==> src/rtl/pwm_pkg.sv <==
// Shared types and defaults for the multi-channel PWM generator.
package pwm_pkg;

  typedef enum logic {
    PWM_EDGE   = 1'b0,
    PWM_CENTER = 1'b1
  } pwm_mode_e;

  localparam int PWM_WIDTH_DEFAULT    = 16;
  localparam int PWM_CHANNELS_DEFAULT = 4;

endpackage

==> src/rtl/pwm_channel_cmp.sv <==
// One PWM channel: active duty register, compare against the shared counter,
// polarity inversion and the registered output.
module pwm_channel_cmp
  import pwm_pkg::*;
#(
  parameter int WIDTH = PWM_WIDTH_DEFAULT
) (
  input  logic             clk,
  input  logic             rst_n,
  input  logic             enable,
  input  logic [WIDTH-1:0] cnt,
  input  logic             apply,
  input  logic [WIDTH-1:0] duty_stage,
  input  logic             polarity,
  output logic             pwm
);

  logic [WIDTH-1:0] duty_q;
  logic             raw;

  assign raw = (cnt < duty_q);

  // NOTE: state updates use non-blocking assignments so every flop samples
  // the pre-edge values regardless of process evaluation order.
  always_ff @(posedge clk or negedge rst_n) begin
    if (!rst_n) begin
      duty_q <= '0;
    end else if (apply) begin
      duty_q <= duty_stage;
    end
  end

  // While not running, the pin sits at its inactive level for this polarity.
  always_ff @(posedge clk or negedge rst_n) begin
    if (!rst_n) begin
      pwm <= 1'b0;
    end else begin
      pwm <= enable ? (raw ^ polarity) : polarity;
    end
  end

endmodule

==> src/rtl/pwm_multi.sv <==
// Multi-channel PWM: one shared edge/center-aligned timebase, double-buffered
// period/duty/mode applied only at period boundaries.
module pwm_multi
  import pwm_pkg::*;
#(
  parameter int WIDTH    = PWM_WIDTH_DEFAULT,
  parameter int CHANNELS = PWM_CHANNELS_DEFAULT
) (
  input  logic                      clk,
  input  logic                      rst_n,
  input  logic                      enable,
  input  logic                      center_mode,
  input  logic [WIDTH-1:0]          period,
  input  logic [CHANNELS*WIDTH-1:0] duty,
  input  logic                      load,
  input  logic [CHANNELS-1:0]       polarity,
  output logic [CHANNELS-1:0]       pwm_out,
  output logic                      period_end,
  output logic                      load_pending
);

  logic [WIDTH-1:0]          cnt, cnt_next;
  logic                      dir_down, dir_next;
  logic [WIDTH-1:0]          period_act, period_stage, period_next, period_last;
  pwm_mode_e                 mode_act, mode_stage, mode_next;
  logic [CHANNELS*WIDTH-1:0] duty_stage_q, duty_next;
  logic                      run, wrap, apply;

  assign run         = enable && (period_act != '0);
  assign period_last = period_act - WIDTH'(1);

  // A load coinciding with an apply bypasses staging so it lands this boundary.
  assign period_next = load ? period : period_stage;
  assign mode_next   = load ? pwm_mode_e'(center_mode) : mode_stage;
  assign duty_next   = load ? duty : duty_stage_q;

  always_comb begin
    wrap = 1'b0;
    if (run) begin
      if (mode_act == PWM_EDGE) wrap = (cnt >= period_last);
      else                      wrap = dir_down && (cnt == '0);
    end
  end

  // Disabled or zero period counts as a boundary every cycle.
  assign apply = !run || wrap;

  always_comb begin
    cnt_next = '0;
    dir_next = 1'b0;
    if (run) begin
      if (mode_act == PWM_EDGE) begin
        cnt_next = wrap ? '0 : cnt + WIDTH'(1);
      end else if (!dir_down) begin
        if (cnt >= period_last) begin
          cnt_next = cnt;
          dir_next = 1'b1;
        end else begin
          cnt_next = cnt + WIDTH'(1);
        end
      end else if (cnt != '0) begin
        cnt_next = cnt - WIDTH'(1);
        dir_next = 1'b1;
      end
    end
  end

  always_ff @(posedge clk or negedge rst_n) begin
    if (!rst_n) begin
      cnt      <= '0;
      dir_down <= 1'b0;
    end else begin
      cnt      <= cnt_next;
      dir_down <= dir_next;
    end
  end

  // NOTE: staging and active settings are real control state, not storage
  // arrays, so they are reset to give a known quiet configuration.
  always_ff @(posedge clk or negedge rst_n) begin
    if (!rst_n) begin
      period_stage <= '0;
      duty_stage_q <= '0;
      mode_stage   <= PWM_EDGE;
      period_act   <= '0;
      mode_act     <= PWM_EDGE;
      load_pending <= 1'b0;
    end else begin
      if (load) begin
        period_stage <= period;
        duty_stage_q <= duty;
        mode_stage   <= pwm_mode_e'(center_mode);
      end
      if (apply) begin
        period_act <= period_next;
        mode_act   <= mode_next;
      end
      load_pending <= apply ? 1'b0 : (load_pending || load);
    end
  end

  // Period start is the up-counting zero; the down zero ends a center period.
  always_ff @(posedge clk or negedge rst_n) begin
    if (!rst_n) begin
      period_end <= 1'b0;
    end else begin
      period_end <= run && (cnt == '0) && !dir_down;
    end
  end

  for (genvar i = 0; i < CHANNELS; i++) begin : g_ch
    pwm_channel_cmp #(
      .WIDTH(WIDTH)
    ) u_cmp (
      .clk       (clk),
      .rst_n     (rst_n),
      .enable    (run),
      .cnt       (cnt),
      .apply     (apply),
      .duty_stage(duty_next[i*WIDTH +: WIDTH]),
      .polarity  (polarity[i]),
      .pwm       (pwm_out[i])
    );
  end

endmodule

==> config.mk <==
export PLATFORM = sky130hd
export DESIGN_NAME = pwm_multi
export DESIGN_NICKNAME = d
export VERILOG_FILES = /design/src/rtl/pwm_pkg.sv /design/src/rtl/pwm_channel_cmp.sv /design/src/rtl/pwm_multi.sv
export SDC_FILE = /design/constraint.sdc
export NUM_CORES = 1
export LEC_CHECK = 0
export CAP_MARGIN = 30
export CORE_MARGIN = 4
export CORE_UTILIZATION = 50
export CTS_BUF_LIST = sky130_fd_sc_hd__clkbuf_8
export DETAILED_ROUTE_END_ITERATION = 8
export PLACE_DENSITY = 0.77
export SYNTH_ARGS = -nofsm -noshare
export SYNTH_HDL_FRONTEND = slang
export SYNTH_SLANG_ARGS = --single-unit
==> constraint.sdc <==
create_clock -name clk -period 4.35 [get_ports clk]
set_clock_uncertainty 0.05 [all_clocks]
set_input_delay 0.87 -clock clk [delete_from_list [all_inputs] [get_ports clk]]
set_output_delay 0.87 -clock clk [all_outputs]
set_load 0.02 [all_outputs]
==> results of run 1 <==
## report_power, final
part	internal [mW]	switching [mW]
Combinational	0.868	0.894
Sequential	2.04	0.339
Clock	0.589	0.625
## layout make-up
cell class / instances / area (um^2) / share of cell area [%]
Sequential cell: 185 / 4630 / 40.0
Multi-Input combinational cell: 549 / 4830 / 41.7
Timing Repair Buffer: 103 / 1080 / 9.37
Inverter: 75 / 282 / 2.43
Tap cell: 265 / 332 / 2.87
Clock inverter: 14 / 171 / 1.48
Clock buffer: 18 / 248 / 2.14
## cells by family (layout without fill, tap and decap cells)
group                    count (synthesis)  after routing  share of synthesized area (%)
adder cells (fa/ha/maj)                 79             79                           9.96
AO/OA/AOI/OAI                          126            126                           9.30
multiplexers                           165            165                           18.7
XOR/XNOR                                21             21                           1.85
flip-flops                             185            185                           46.6
AND/OR/NAND/NOR                        158            158                           8.68
buffers and inverters                  114            210                           4.83
## sequential cells by signal (all words and copies together) (netlist names)
name / cells
g_ch.u_cmp.duty_q: 64
period_stage: 16
period_act: 16
mode_stage: 1
mode_act: 1
cnt: 16
dir_down: 1
duty_stage_q: 64
load_pending: 1
g_ch.u_cmp.pwm: 4
period_end: 1
## worst max-delay path, cell delays in order, from the launching register on
cell	delay, ns
dfrtp_1	0.41
inv_1	0.09
ha_1	0.20
or4b_4	0.49
or3_1	0.42
nor3_1	0.20
xnor2_1	0.15
ha_1	0.25
nand4_1	0.11
nor4_1	0.08
a31oi_2	0.20
nand3_1	0.14
a21oi_4	0.27
buf_12	0.29
mux2_2	0.38
## cells in the final DEF (no fill, tap or decap), types with 7 or more instances in the layout
cell type        instances
and3_1                   7
mux2_2                 117
o211ai_1                 8
or3_1                   11
a211oi_1                 9
xnor2_1                 12
xor2_1                   9
clkdlybuf4s50_1         92
dfrtp_1                185
nand2_1                 28
ha_1                    79
nor4_1                  12
nand3_1                 20
nand4_1                 13
mux2_1                  46
a2111oi_0                7
inv_1                   77
nor2_1                  24
o21ai_0                 16
a21oi_1                 24
nor3_1                  16
clkbuf_8                18
## layer usage
metal | track usage (%) | share of wire, %
met1 | 26.9 | 44
met2 | 33.0 | 47
met3 | 4.16 | 6.9
met4 | 6.41 | 2.0
met5 | 0 | 0
## how the worst min path moves through the flow
stage                                          end  cells past startpoint
final                             duty_stage_q[23]                      2
after global placement     g_ch[3].u_cmp.duty_q[4]                      1
after floorplan           g_ch[0].u_cmp.duty_q[10]                      1
after global routing               period_stage[9]                      2
after CTS                  g_ch[0].u_cmp.duty_q[1]                      1
after detailed placement  g_ch[2].u_cmp.duty_q[15]                      1
## stage by stage
| step | cell area (um^2) | util, % |
|---|---|---|
| after floorplan | 9930 | - |
| after global placement | 11100 | 56.8 |
| after detailed placement | 11100 | 57.0 |
| after CTS | 11500 | 59.1 |
| after global routing | 11600 | 59.3 |
| final | 11600 | 59.3 |
==> results_dict.tcl, run 1 <==
set metrics [dict create \
    status "finished, final reports clean" \
    synth_area_leader_cell "dfrtp_1" \
    crit-reg2reg-launch "period_act[0]" \
    synth_top_area_share_pct 46.6 \
    grt_max_degree 104 \
    vias 6873 \
    rsz0062_at_grt "false" \
    critPathLaunchType "register" \
    reg2reg_to "g_ch[3].u_cmp.duty_q[9]" \
    cts.path.max_buffers 2 \
    io_pins 95 \
    reg2reg_depth 14 \
    root_buffer "clkbuf_8" \
    dp_slack_ns 0.469 \
    cts_resized 0 \
    drt-initial-drc-count 477 \
    drt_first_pass_iters 5 \
    yosysMostFrequentCell "dfrtp_1" \
    wl_per_cell_um 17.7 \
    power_leakage_nw 5.15 \
    coreArea_um2 19500 \
    arrival_ns 4.21 \
    setup_ws_ns 0.442 \
    dp_hpwl_um 14800 \
    clk_latency_ns 0.47 \
    final_max_slew_viol_count 0 \
    grt_pass1_vias 6965 \
    hold_path_class "input port to async pin" \
    cp_max_fo 50 \
    place_inst 1176 \
    cp.required_ns 4.65 \
    syn_avg_cell_area_um2 11.7 \
    stdcell_count 1209 \
    die_w_um 149 \
    n_antenna_cell 0 \
    start_util_pct 50.8 \
    synth-seq-cells 185 \
    ys.flop_type "dfrtp_1" \
    globalplace.congestion 0.902 \
    routed_wl_um 21400 \
    grt_usage_pct 20.1 \
    holdWs_ns 0.372 \
    rrSetupSlack_ns 0.44 \
    antenna_found_initial 0 \
    synthTopCellsByCount "dfrtp_1 (185), mux2_2 (117), ha_1 (79), inv_1 (75), mux2_1 (46)" \
    post_cts_buffers 0 \
    syn_area_um2 9930 \
    synth_cell_types 72 \
    rows 51 \
    htree_levels 4 \
    slew_headroom_pct 39.2 \
    nets 1099 \
    yosysSeqAreaShare_pct 46.6 \
    cap_violations 0 \
    period_minus_slack_ns 3.91 \
    ys_warn_count 0 \
    powerDensity_nw_per_um2 463 \
    criticalPathCategory "register to register" \
    crit_end "g_ch[3].u_cmp.duty_q[9]" \
    fillers 1603 \
    syn_nets 1016 \
    synthCells 848 \
    viasPerCell 5.68 \
    grt_pass1_wl_um 35500 \
    synth_enable_flop_cells 0 \
    antenna_left 0 \
    cts_sinks 185 \
    async_flop_share_pct 100 \
    area_growth_pct 16.6 \
    synth.area.top_cells "dfrtp_1 (47%), mux2_2 (13%), ha_1 (10%), mux2_1 (5.2%), inv_1 (2.8%)" \
    cts_buffers 17 \
    cts_tree "yes" \
    final_hold_viol_count 0 \
    die_h_um 149 \
    drive_above_1_share_pct 18.2 \
    finalSetupViolations 0 \
    peakVddDrop_mv 0.259 \
    fmax_mhz 256 \
    tightest_slew_ns 0.912 \
    critPathCaptureType "register" \
    tns_ns 0 \
    drc 0 \
    min_period_over_period_pct 89.8 \
    p_total_mw 5.35 \
    cts_hold_buf 0 \
    clk_pin_slew_worst_paths_ns 0.09 \
    io_buffer_count 94 \
    startpoint "period_act[0]" \
    die_area_um2 22200 \
    grt.overflow.total 0 \
]
(Power assumes the default switching activity.)
==> inputs of run 2 (changes only) <==
CORE_ASPECT_RATIO = 0.7   (was not set)
==> run 2 against run 1 <==
Sequential share of layout area about the same. Clock power about the same. First-iteration DRC count increased by 39%. Flip-flop and latch count unchanged. Clock-buffer cell count unchanged. Final area about the same. Die area increased by 0.16%. Global-route usage increased by 0.17 points. Final cell count increased by 0.17%. Critical path type unchanged. Largest power group unchanged. Highest routed layer unchanged.
==> results_dict.tcl, run 2 (synthesis gave the netlist of run 1 again) <==
set metrics [dict create \
    status "finished, final reports clean" \
    crit-reg2reg-launch "period_act[0]" \
    routed_wl_um 22000 \
    wl_per_cell_um 18.1 \
    peakVddDrop_mv 0.171 \
    cts_hold_buf 0 \
    drive_above_1_share_pct 18.6 \
    rows 42 \
    cts_resized 0 \
    clk_pin_slew_worst_paths_ns 0.10 \
    tightest_slew_ns 0.878 \
    grt_pass1_vias 6945 \
    io_buffer_count 94 \
    top_regs "duty_stage_q x64, g_ch.u_cmp.duty_q x64" \
    cts_sinks 185 \
    place_area_um2 11200 \
    arrival_ns 4.24 \
    tns_ns 0 \
    start_util_pct 51.8 \
    hold_path_class "input port to async pin" \
    crit_chain "inv_1 -> ha_1 -> or4b_4 -> or3_1 -> nor3_1 -> xnor2_1 -> ha_1 -> nand4_1 -> nor4_1 -> a31oi_2 -> buf_4 -> a211oi_1 -> a311oi_1 -> o31ai_1" \
    reg2reg_depth 14 \
    viasPerCell 5.66 \
    critPathCaptureType "register" \
    n_antenna_cell 0 \
    grt_pass1_wl_um 36100 \
    rrSetupSlack_ns 0.45 \
    cpMaxStageDelayCell "or4b_4" \
    final_hold_viol_count 0 \
    crit_buf_inv 2 \
    die_area_um2 22200 \
    die_h_um 126 \
    finalSetupViolations 0 \
    clk_latency_ns 0.49 \
    max_stage_delay_ns 0.51 \
    powerDensity_nw_per_um2 464 \
    vias 6860 \
    cts_buffers 17 \
    cpMostUsedCell "ha_1" \
    globalplace.congestion 0.911 \
    final_max_slew_viol_count 0 \
    antenna_found_initial 0 \
    criticalPathCategory "register to register" \
    fillers 1555 \
    crit_family "simple AND/OR/NAND/NOR gates" \
    power_leakage_nw 5.15 \
    dp_slack_ns 0.468 \
    final_area_um2 11600 \
    cts_tree "yes" \
    min_period_over_period_pct 89.7 \
    coreArea_um2 19200 \
    grt_usage_pct 20.3 \
    cap_violations 0 \
    dp_hpwl_um 15200 \
    reg2reg_to "cnt[15]" \
    period_minus_slack_ns 3.90 \
    nets 1102 \
    antenna_left 0 \
    io_pins 95 \
    drt-initial-drc-count 663 \
    final_cell_mix "dfrtp_1 (185), mux2_2 (117), clkdlybuf4s50_1 (92), ha_1 (79), inv_1 (76)" \
    setup_ws_ns 0.450 \
    layout_commonest_cell "dfrtp_1" \
    rsz0062_at_grt "false" \
    post_cts_buffers 0 \
    htree_levels 4 \
    critPathLaunchType "register" \
    slew_headroom_pct 40.9 \
    cp_max_fo 9 \
    fmax_mhz 256 \
    area_growth_pct 16.5 \
    drc 0 \
    root_buffer "clkbuf_8" \
    die_w_um 176 \
    cp.required_ns 4.69 \
    grt_max_degree 88 \
    cts.path.max_buffers 2 \
    drt_first_pass_iters 5 \
    grt.overflow.total 0 \
]
[run 2: cell count changes in the layout (fill, tap and decap cells not counted), sizes merged]
cell	before	now
bufinv	3	2
clkinvlp	0	2
buf	11	14
clkinv	5	4
[run 2: power by group]
part	switching, mW	internal [mW]
logic	0.924	0.878
clock network	0.661	0.539
registers	0.328	2.04
total	1.91	3.46
[run 2: worst max-delay path by stage]
stage	from	end	slack, ns	depth (start not counted)
2_1_floorplan	period_act[0]	g_ch[0].u_cmp.duty_q[4]	0.38	13
3_3_place_gp	period_act[0]	g_ch[0].u_cmp.duty_q[8]	0.58	14
3_5_place_dp	period_act[0]	cnt[15]	0.47	14
4_1_cts	period_act[0]	cnt[15]	0.45	14
5_1_grt	period_act[0]	cnt[15]	0.10	14
6_report	period_act[0]	cnt[15]	0.45	14
[run 2: worst register-to-register path, stage by stage (launching register included)]
cell      delay (ns)
dfrtp_1         0.41
inv_1           0.09
ha_1            0.19
or4b_4          0.51
or3_1           0.42
nor3_1          0.19
xnor2_1         0.09
ha_1            0.27
nand4_1         0.13
nor4_1          0.35
a31oi_2         0.14
buf_4           0.18
a211oi_1        0.45
a311oi_1        0.12
o31ai_1         0.23
[run 2: final cells by class]
class / instances / area, um^2 / share of cell area (%)
Clock buffer: 18 / 248 / 2.14
Clock inverter: 14 / 164 / 1.42
Inverter: 75 / 282 / 2.43
Multi-Input combinational cell: 549 / 4830 / 41.7
Sequential cell: 185 / 4630 / 40.0
Tap cell: 264 / 330 / 2.86
Timing Repair Buffer: 106 / 1090 / 9.40
[run 2: stage by stage]
stage          power, mW  util, %  std cells  hold WS [ns]
2_1_floorplan       3.60        -        848         0.414
3_3_place_gp        4.12     58.0       1178         0.414
3_5_place_dp        4.18     58.2       1179         0.424
4_1_cts             5.40     60.3       1211         0.400
5_1_grt             5.75     60.3       1211         0.432
6_report            5.37     60.3       1211         0.365
[run 2: layer usage]
layer | vias to the layer above | GRT usage [%] | share of wire, %
li1 | 3256 | - | -
met1 | 3331 | 29.8 | 48
met2 | 237 | 30.0 | 44
met3 | 36 | 4.94 | 6.6
met4 | 0 | 5.96 | 1.5
met5 | - | 0 | 0
==> inputs of run 3 (changes only) <==
ABC_CLOCK_PERIOD_IN_PS = 4350   (was not set)
==> results of run 3 <==
No change in the layout: final DEF, timing and power equal those of run 2.
